### src/rtl/operand_select_fifo.sv
// -----------------------------------------------------------------------------
// operand_select_fifo
//
// Purpose:
//   This block is the operand-fetch stage placed in front of the ALU adder. It
//   decodes a 4-bit opcode into one of NSRC register sources, or into a forced
//   zero, at WIDTH bits. It then buffers the selected operand in a DEPTH-entry
//   first-word-fall-through FIFO. Operand fetch can therefore keep issuing while
//   the ALU is stalled.
//
//   With the default parameters the decode is bit-identical to the TD4 ALU-input
//   data selector, using {op0|op3, op1}:
//     00 -> r1
//     01 -> r2
//     1x -> 0
//
// Parameters:
//   WIDTH     : data width of each source and of y
//   NSRC      : number of register sources (2 or 4)
//   DEPTH     : FIFO entries (power of two, >= 2)
//   ZERO_MASK : opcode bits whose OR forces a zero operand
//
// Ports:
//   clk       in   1                 rising-edge clock
//   reset     in   1                 synchronous active-high reset
//   op        in   4                 opcode of the instruction being issued
//   srcs      in   NSRC*WIDTH        packed sources, src k = srcs[k*WIDTH +: WIDTH]
//   in_valid  in   1                 op/srcs valid this cycle
//   in_ready  out  1                 FIFO can accept (not full)
//   y         out  WIDTH             operand at FIFO head, 0 when empty
//   out_valid out  1                 head valid (not empty)
//   out_ready in   1                 consumer takes the head this cycle
//   count     out  clog2(DEPTH)+1    current occupancy, 0..DEPTH
// -----------------------------------------------------------------------------
module operand_select_fifo #(
    parameter int           WIDTH     = 4,
    parameter int           NSRC      = 2,
    parameter int           DEPTH     = 4,
    parameter logic [3:0]   ZERO_MASK = 4'b1001
) (
    input  logic                     clk,
    input  logic                     reset,
    input  logic [3:0]               op,
    input  logic [NSRC*WIDTH-1:0]    srcs,
    input  logic                     in_valid,
    output logic                     in_ready,
    output logic [WIDTH-1:0]         y,
    output logic                     out_valid,
    input  logic                     out_ready,
    output logic [$clog2(DEPTH):0]   count
);

    // -------------------------------------------------------------------------
    // Derived widths
    // -------------------------------------------------------------------------
    localparam int PTR_W = $clog2(DEPTH);
    localparam int CNT_W = PTR_W + 1;
    localparam int IDX_W = (NSRC == 4) ? 2 : 1;

    localparam logic [CNT_W-1:0] FULL_COUNT = CNT_W'(DEPTH);

    // -------------------------------------------------------------------------
    // Parameter legality: an unsupported configuration must not elaborate.
    // -------------------------------------------------------------------------
    if (!(NSRC == 2 || NSRC == 4)) begin : g_bad_nsrc
        $error("operand_select_fifo: NSRC must be 2 or 4");
    end

    if ((DEPTH < 2) || ((DEPTH & (DEPTH - 1)) != 0)) begin : g_bad_depth
        $error("operand_select_fifo: DEPTH must be a power of two >= 2");
    end

    if (WIDTH < 1) begin : g_bad_width
        $error("operand_select_fifo: WIDTH must be >= 1");
    end

    // -------------------------------------------------------------------------
    // State
    // -------------------------------------------------------------------------
    logic [WIDTH-1:0] r_mem [DEPTH];
    logic [PTR_W-1:0] r_wr_ptr;
    logic [PTR_W-1:0] r_rd_ptr;
    logic [CNT_W-1:0] r_count;

    // -------------------------------------------------------------------------
    // Decode (input side, combinational)
    // -------------------------------------------------------------------------
    logic             w_zero;
    logic [IDX_W-1:0] w_idx;
    logic [WIDTH-1:0] w_sel_data;

    assign w_zero = |(op & ZERO_MASK);

    // The source index comes from the opcode bits directly above bit 0. For
    // NSRC=2 that is op[1]; for NSRC=4 it is op[2:1].
    assign w_idx = op[IDX_W:1];

    assign w_sel_data = w_zero ? '0 : srcs[int'(w_idx)*WIDTH +: WIDTH];

    // -------------------------------------------------------------------------
    // Handshake
    // -------------------------------------------------------------------------
    logic w_full;
    logic w_empty;
    logic w_push;
    logic w_pop;

    // Full and empty come from the registered count. This makes in_ready a pure
    // function of state: a pop while full frees a slot only on the next cycle.
    assign w_full  = (r_count == FULL_COUNT);
    assign w_empty = (r_count == '0);

    assign w_push = in_valid  & ~w_full;
    assign w_pop  = out_ready & ~w_empty;

    // -------------------------------------------------------------------------
    // Storage
    // -------------------------------------------------------------------------
    // NOTE: the memory array is deliberately left out of reset. Its contents are
    // never observable until written, because y is gated by out_valid. Resetting
    // it would only add a reset fan-out to every storage bit.
    always_ff @(posedge clk) begin
        if (w_push && !reset) begin
            r_mem[r_wr_ptr] <= w_sel_data;
        end
    end

    // -------------------------------------------------------------------------
    // Pointers and occupancy
    // -------------------------------------------------------------------------
    // NOTE: all sequential state uses non-blocking assignments. That way every
    // register samples the pre-edge values of its neighbours, independent of
    // the order of the statements.
    always_ff @(posedge clk) begin
        if (reset) begin
            r_wr_ptr <= '0;
            r_rd_ptr <= '0;
            r_count  <= '0;
        end else begin
            // Power-of-two depth lets the pointers wrap by plain overflow.
            if (w_push) begin
                r_wr_ptr <= r_wr_ptr + 1'b1;
            end

            if (w_pop) begin
                r_rd_ptr <= r_rd_ptr + 1'b1;
            end

            unique case ({w_push, w_pop})
                2'b10:   r_count <= r_count + 1'b1;
                2'b01:   r_count <= r_count - 1'b1;
                default: r_count <= r_count;
            endcase
        end
    end

    // -------------------------------------------------------------------------
    // Outputs
    // -------------------------------------------------------------------------
    assign in_ready  = ~w_full;
    assign out_valid = ~w_empty;
    assign count     = r_count;

    // The head is masked when the FIFO is empty, so stale entries never leak out.
    assign y = w_empty ? '0 : r_mem[r_rd_ptr];

endmodule

### config.mk
export PLATFORM = sky130hd
export DESIGN_NAME = operand_select_fifo
export DESIGN_NICKNAME = d
export VERILOG_FILES = /design/src/rtl/operand_select_fifo.sv
export SDC_FILE = /design/constraint.sdc
export NUM_CORES = 1
export LEC_CHECK = 0
export ABC_AREA = 1
export ABC_CLOCK_PERIOD_IN_PS = 3300
export CAP_MARGIN = 20
export CORE_UTILIZATION = 65
export DETAILED_ROUTE_END_ITERATION = 8
export DONT_BUFFER_PORTS = 1
export GPL_ROUTABILITY_DRIVEN = 0
export PLACE_DENSITY = 0.87
export SLEW_MARGIN = 20
export SYNTH_ARGS = -nofsm -noshare
export SYNTH_HDL_FRONTEND = slang
export SYNTH_SLANG_ARGS = --single-unit
### constraint.sdc
create_clock -name clk -period 3.3 [get_ports clk]
set_input_delay 0.33 -clock clk [delete_from_list [all_inputs] [get_ports clk]]
set_output_delay 0.33 -clock clk [all_outputs]
set_load 0.005 [all_outputs]
==> results of run 1 <==
==> registers in the layout (all words and copies together) (netlist names), named ones only <==
register,flops
r_mem,16
count,3
r_rd_ptr,2
r_wr_ptr,2
==> logic make-up (layout without fill, tap and decap cells) <==
| logic type | count (synthesis) | count (layout) |
|---|---|---|
| flops | 25 | 25 |
| buf+inv | 22 | 25 |
| simple gates | 59 | 59 |
| fa+ha+maj | 6 | 6 |
| compound gates | 22 | 22 |
==> per-stage QoR <==
step	hold slack [ps]	power (mW)	cell area, µm²	utilization
2_1_floorplan	408	0.641	1190	-
3_3_place_gp	419	0.677	1220	0.707
3_5_place_dp	417	0.701	1220	0.707
4_1_cts	80.1	0.826	1250	0.722
5_1_grt	70.3	0.890	1250	0.722
6_report	89.3	0.820	1250	0.722
==> power groups by stage <==
stage                     clock network, mW  registers [mW]  logic (mW)
after floorplan                           0           0.414       0.227
after global placement                    0           0.429       0.249
after detailed placement                  0           0.431       0.270
after CTS                             0.132           0.424       0.270
after global routing                  0.144           0.430       0.316
final                                 0.129           0.424       0.267
==> layer usage <==
layer	vias up	GRT usage	part of all wire
li1	435	-	-
met1	386	0.249	0.39
met2	27	0.438	0.55
met3	6	0.0560	0.037
met4	0	0.139	0.023
met5	-	0	0
==> critical path: cells and delay by family, from the launching register on <==
kind          cells  cell delay (ps)
flops             1              420
simple gates      7              490
fa+ha+maj         2              530
buf+inv           4              290
==> Yosys cell counts (3+ instances only) <==
master	count
sky130_fd_sc_hd__ha_1	5
sky130_fd_sc_hd__nand2_1	20
sky130_fd_sc_hd__dfxtp_1	9
sky130_fd_sc_hd__inv_1	20
sky130_fd_sc_hd__nand3_1	4
sky130_fd_sc_hd__nor2_1	28
sky130_fd_sc_hd__a21oi_1	11
sky130_fd_sc_hd__nand2_2	3
sky130_fd_sc_hd__o21ai_0	10
sky130_fd_sc_hd__edfxtp_1	16
==> layout make-up <==
type,count,share of cell area
Sequential cell,25,0.530
Multi-Input combinational cell,87,0.360
Inverter,21,0.0633
Tap cell,25,0.0251
Clock buffer,4,0.0211
==> worst max path at each step <==
| stage | to | slack, ps | cells past startpoint |
|---|---|---|---|
| finish | count[2] | 1460 | 13 |
| global route | count[2] | 1220 | 12 |
| floorplan | count[2] | 1640 | 13 |
| CTS | count[2] | 1450 | 13 |
| detailed placement | count[2] | 1480 | 13 |
| global placement | count[2] | 1530 | 13 |
==> results.sh, run 1 <==
export IMPL_finalSetupViolCount=0
export IMPL_final_max_slew_viol_count=0
export IMPL_hold_buffers=0
export IMPL_cpPeakStageDelay_ps=420
export IMPL_worst_slack_ps=1460
export IMPL_multi_input_area_um2=449
export IMPL_rsz_0062_raised_after_global_routing="no"
export IMPL_timing_hold_worst_path_depth=1
export IMPL_yosys_area_top_type_share=0.403
export IMPL_power_static_leakage_nw=0.512
export IMPL_multiplexer_share_of_the_synthesized_area=0
export IMPL_syn2layout_area_growth_pct=4.40
export IMPL_yosys_cell_types_count=18
export IMPL_synth_flop_cell="sky130_fd_sc_hd__edfxtp_1"
export IMPL_critPathArrivalTime_ps=2060
export IMPL_routedWlPerCell_um=12.6
export IMPL_largest_net_degree_at_the_start_of_global_routing=14
export IMPL_die_height_um=44.9
export IMPL_cts_root_buf="sky130_fd_sc_hd__clkbuf_4"
export IMPL_synth_area_leader_cell="sky130_fd_sc_hd__edfxtp_1"
export IMPL_synth_compound_area_frac=0.0975
export IMPL_clockBufferDepth=2
export IMPL_critical_path_endpoint_type="flop"
export IMPL_synth_xor_area_frac=0
export IMPL_numClockSinks=25
export IMPL_finalCritPeriodShare=0.557
export IMPL_worst_slew_pin_transition_ps=382
export IMPL_switching_share=0.375
export IMPL_syn_mean_instance_area_um2=8.91
export IMPL_outcome="complete, no violations"
export IMPL_grt_remaining_overflow=0
export IMPL_h_tree_depth=1
export IMPL_critical_path_class="flop to flop"
export IMPL_clockPowerShare=0.158
export IMPL_worstSetupStartpointType="flop"
export IMPL_slew_headroom=0.744
export IMPL_synth_area_leaders="sky130_fd_sc_hd__edfxtp_1, sky130_fd_sc_hd__dfxtp_1, sky130_fd_sc_hd__nor2_1, sky130_fd_sc_hd__inv_1, sky130_fd_sc_hd__nand2_1"
export IMPL_floorplan_initialDensity=0.691
export IMPL_maxCapViolCount=0
export IMPL_route_antenna_remaining_nets=0
export IMPL_initial_antenna_violation_count=0
export IMPL_grt_pass1_wl_mm=3.28
export IMPL_place_worst_setup_slack_ps=1480
export IMPL_hold_viol_final=0
export IMPL_postSynthCellCount=134
export IMPL_reg2reg_setup_slack_ps=1460
export IMPL_drtPass1Iterations=4
export IMPL_io_buffer_count=0
export IMPL_finalClockSkew_ps=2.28
export IMPL_reg2regPathDepth=13
export IMPL_layout_area_seq_um2=661
export IMPL_main_combinational_cell_family_by_area_after_synthesis="simple AND/OR/NAND/NOR gates"
export IMPL_timing_rr_end="count[2]"
export IMPL_post_dp_hpwl_mm=1.65
export IMPL_clk_transition_reported_paths_ps=120
export IMPL_tritoncts_num_buffers=3
export IMPL_rr_startpoint="count[2]"
export IMPL_startpoint="count[2]"
export IMPL_post_route_cells_drive_above_1_share=0.0803
export IMPL_count_of_flip_flops_with_a_built_in_enable_after_synthesis=16
export IMPL_power_net_switching_mw=0.308
export IMPL_place_detailed_instances=158
export IMPL_number_of_top_level_pins=25
export IMPL_drt_total_wl_mm=2.05
export IMPL_die_width_um=44.9
export IMPL_drt_iter0_drc=41
export IMPL_antenna_diode_count=0
export IMPL_internal_dissipation_mw=0.512
export IMPL_worst_endpoint_required_time_ps=3520
export IMPL_irDropWorstVdd_mv=0.574
export IMPL_async_flop_share=0
export IMPL_grt_pass1_vias=837
export IMPL_synth_area_in_simple_gates=0.210
export IMPL_tritoncts="yes"
export IMPL_period_minus_slack_ps=1840
export IMPL_cts_post_setup_buffers_inserted=0
export IMPL_avgViaCountPerCell=5.27
export IMPL_hold_path_startpoint="reset"
export IMPL_cts_resized=0
export IMPL_fp_dieArea_um2=2010
export IMPL_synth_yosys_warnings=0
export IMPL_layoutNonFillerInstCount=162
export IMPL_share_of_synthesized_cell_area_in_full_adder_half_adder_and_majority_cells=0.0692
export IMPL_fp_coreArea_um2=1730
export IMPL_share_comb_of_total_power=0.326
export IMPL_vias_after_detailed_routing=854
export IMPL_fmaxAchievable_ghz=0.544
export IMPL_syn_num_nets=156
export IMPL_timing_hold_worst_class="input pin to flop"
export IMPL_nNetsFinal=160
export IMPL_layout_common_cells="sky130_fd_sc_hd__nor2_1, sky130_fd_sc_hd__inv_1, sky130_fd_sc_hd__nand2_1"
export IMPL_fillerInstances=154
export IMPL_critical_path_slowest_cell="sky130_fd_sc_hd__dfxtp_1"
export IMPL_yosys_register_bits=25
export IMPL_synth_cell_area_um2=1190
export IMPL_timing_setup_tns_ps=0
export IMPL_layout_cells_most_common="sky130_fd_sc_hd__nor2_1"
export IMPL_seq_power_share=0.517
export IMPL_power_per_cell_area_nw_per_um2=658
export IMPL_critical_path_cell_chain="inv_1 > nand2_2 > nand2_2 > inv_2 > ha_1 > inv_1 > fa_1 > inv_1 > nand2_1 > nand3_1 > nand2_1 > nand2_1 > nor2_1"
export IMPL_num_rows=15
export IMPL_yosysSeqAreaShare=0.553
export IMPL_clk_latency_ps=310
export IMPL_grtUsageTotal=0.240
export IMPL_crit_fanout=5
export IMPL_route_detailed_drc=0
No activity file was read; power rests on OpenSTA's default activity.
==> run 2: changes to the inputs <==
--- a/config.mk
+++ b/config.mk
@@ -6,13 +6,13 @@
 export NUM_CORES = 1
 export LEC_CHECK = 0
 export ABC_AREA = 1
-export ABC_CLOCK_PERIOD_IN_PS = 3300
+export ABC_CLOCK_PERIOD_IN_PS = 1500
 export CAP_MARGIN = 20
-export CORE_UTILIZATION = 65
+export CORE_UTILIZATION = 54
 export DETAILED_ROUTE_END_ITERATION = 8
 export DONT_BUFFER_PORTS = 1
 export GPL_ROUTABILITY_DRIVEN = 0
-export PLACE_DENSITY = 0.87
+export PLACE_DENSITY = 0.78
 export SLEW_MARGIN = 20
 export SYNTH_ARGS = -nofsm -noshare
 export SYNTH_HDL_FRONTEND = slang
==> constraint.sdc (replaced) <==
create_clock -name clk -period 1.5 [get_ports clk]
set_input_delay 0.15 -clock clk [delete_from_list [all_inputs] [get_ports clk]]
set_output_delay 0.15 -clock clk [all_outputs]
set_load 0.005 [all_outputs]
==> run 2 against run 1 <==
The run now ends with setup timing left. Register-to-register slack worse by 1600 ps. First-iteration DRC count shrank 51%. Fmax up 15%. Clock-buffer cell count is 1 lower. Utilization fell by 2.1 points. Largest cell class unchanged. Cell count rose by 10%. Sequential share of layout area down 5.8 points. Clock skew increased by 3.3 ps. Critical path depth is 3 lower. Worst hold slack worse by 78 ps.
==> results.sh, run 2 (same netlist as run 1, synthesis figures left out) <==
export IMPL_route_antenna_remaining_nets=0
export IMPL_tritoncts_num_buffers=3
export IMPL_avgViaCountPerCell=5.16
export IMPL_period_minus_slack_ps=1590
export IMPL_critical_path_slowest_cell="sky130_fd_sc_hd__dfxtp_2"
export IMPL_worst_slew_pin_transition_ps=425
export IMPL_power_net_switching_mw=0.797
export IMPL_worst_endpoint_required_time_ps=1720
export IMPL_violations="setup timing"
export IMPL_regMostFlops="r_mem"
export IMPL_number_of_flip_flops_in_the_largest_register=16
export IMPL_critical_path_class="flop to flop"
export IMPL_fp_dieArea_um2=2400
export IMPL_syn2layout_area_growth_pct=18.7
export IMPL_irDropWorstVdd_mv=1.16
export IMPL_switching_share=0.371
export IMPL_outcome="complete, but fails checks"
export IMPL_grt_pass1_wl_mm=3.64
export IMPL_clk_transition_reported_paths_ps=130
export IMPL_internal_dissipation_mw=1.35
export IMPL_finish_instance_area_um2=1420
export IMPL_finalClockSkew_ps=5.54
export IMPL_place_worst_setup_slack_ps=-105
export IMPL_final_max_slew_viol_count=0
export IMPL_largest_net_degree_at_the_start_of_global_routing=15
export IMPL_drt_iter0_drc=20
export IMPL_place_area_um2=1310
export IMPL_critical_path_endpoint_type="flop"
export IMPL_cts_root_buf="sky130_fd_sc_hd__clkbuf_4"
export IMPL_io_buffer_count=0
export IMPL_initial_antenna_violation_count=0
export IMPL_tritoncts="yes"
export IMPL_drt_total_wl_mm=2.40
export IMPL_layout_common_cells="sky130_fd_sc_hd__nor2_1, sky130_fd_sc_hd__nand2_1, sky130_fd_sc_hd__inv_1, sky130_fd_sc_hd__edfxtp_1, sky130_fd_sc_hd__buf_4"
export IMPL_levels_on_crit_path=10
export IMPL_floorplan_initialDensity=0.590
export IMPL_grt_pass1_vias=915
export IMPL_seq_power_share=0.434
export IMPL_finalSetupViolCount=2
export IMPL_critical_path_top_delay_family="simple AND/OR/NAND/NOR gates"
export IMPL_route_detailed_drc=0
export IMPL_reg2regPathDepth=10
export IMPL_layout_cells_most_common="sky130_fd_sc_hd__nor2_1"
export IMPL_worstSetupStartpointType="flop"
export IMPL_clk_latency_ps=310
export IMPL_fp_coreArea_um2=2020
export IMPL_hold_viol_final=0
export IMPL_clockBufferDepth=2
export IMPL_crit_buf_inv=2
export IMPL_h_tree_depth=1
export IMPL_share_comb_of_total_power=0.434
export IMPL_fmaxAchievable_ghz=0.627
export IMPL_grtUsageTotal=0.202
export IMPL_critical_path_cell_chain="nor2_4 > a21boi_4 > inv_2 > ha_4 > inv_2 > fa_2 > nand2_1 > nand3_2 > nor2_1 > nor2_1"
export IMPL_antenna_diode_count=0
export IMPL_timing_setup_tns_ps=-142
export IMPL_power_static_leakage_nw=0.592
export IMPL_post_route_cells_drive_above_1_share=0.283
export IMPL_vias_after_detailed_routing=923
export IMPL_layoutNonFillerInstCount=179
export IMPL_die_width_um=49.0
export IMPL_die_height_um=49.0
export IMPL_timing_hold_worst_class="input pin to flop"
export IMPL_numClockSinks=25
export IMPL_crit_fanout=3
export IMPL_num_rows=16
export IMPL_grt_remaining_overflow=0
export IMPL_slew_headroom=0.717
export IMPL_rsz_0062_raised_after_global_routing="yes"
export IMPL_drtPass1Iterations=5
export IMPL_place_detailed_instances=169
export IMPL_critPathArrivalTime_ps=1810
export IMPL_power_per_cell_area_nw_per_um2=1520
export IMPL_number_of_top_level_pins=25
export IMPL_finalCritPeriodShare=1.06
export IMPL_clockPowerShare=0.132
export IMPL_maxCapViolCount=0
export IMPL_routedWlPerCell_um=13.4
export IMPL_worst_slack_ps=-94.6
export IMPL_cpPeakStageDelay_ps=360
export IMPL_nNetsFinal=175
export IMPL_post_dp_hpwl_mm=1.72
export IMPL_timing_hold_worst_path_depth=3
export IMPL_totalPowerFinal_mw=2.15
-- run 2: layer usage --
layer	track usage	wire length (µm)	vias up
met5	0	0	-
met4	0.108	33	0
met3	0.0312	50	4
met2	0.384	1310	15
met1	0.209	1010	439
li1	-	-	465
-- run 2: path summary, 6_finish.rpt --
kind	startpoint	slack (ps)	endpoint
worst min-delay path	in_valid	10	r_wr_ptr[1]
worst max register to register	count[0]	-90	count[2]
worst min register to register	r_rd_ptr[1]	530	r_rd_ptr[1]
worst max-delay path	count[0]	-90	count[2]
-- run 2: what timing repair did --
item,in CTS,in global routing
pin swaps,7,5
resized for setup,5,6
endpoints found under the hold margin,2,0
buffers inserted,2,3
setup endpoints to repair,2,12
hold buffers,1,0
-- run 2: worst min-delay path, stage by stage --
cell and delay (ps):
sky130_fd_sc_hd__nand3b_1 60, sky130_fd_sc_hd__nand2_1 60, sky130_fd_sc_hd__nor2_1 30
-- run 2: per-stage QoR --
stage / hold slack, ps / util
global placement: 240 / 0.649
CTS: 12.2 / 0.680
global route: 2.30 / 0.700
finish: 11.3 / 0.700
floorplan: 228 / -
detailed placement: 245 / 0.649
-- run 2: cell type report --
cell class	instances	area, µm²
clock buffer	3	22.5
clock inverter	1	5.00
timing repair buffer	15	115
multi-input combinational	87	493
sequential	25	668
fill	151	606
tap	27	33.8
inverter	21	78.8
-- run 2: power groups by stage --
| stage | clock (mW) | sequential (mW) | combinational [mW] |
|---|---|---|---|
| after floorplan | 0 | 0.926 | 0.528 |
| after global placement | 0 | 0.940 | 0.741 |
| after detailed placement | 0 | 0.945 | 0.781 |
| after CTS | 0.292 | 0.928 | 0.864 |
| after global routing | 0.317 | 0.942 | 1.05 |
| final | 0.284 | 0.931 | 0.931 |
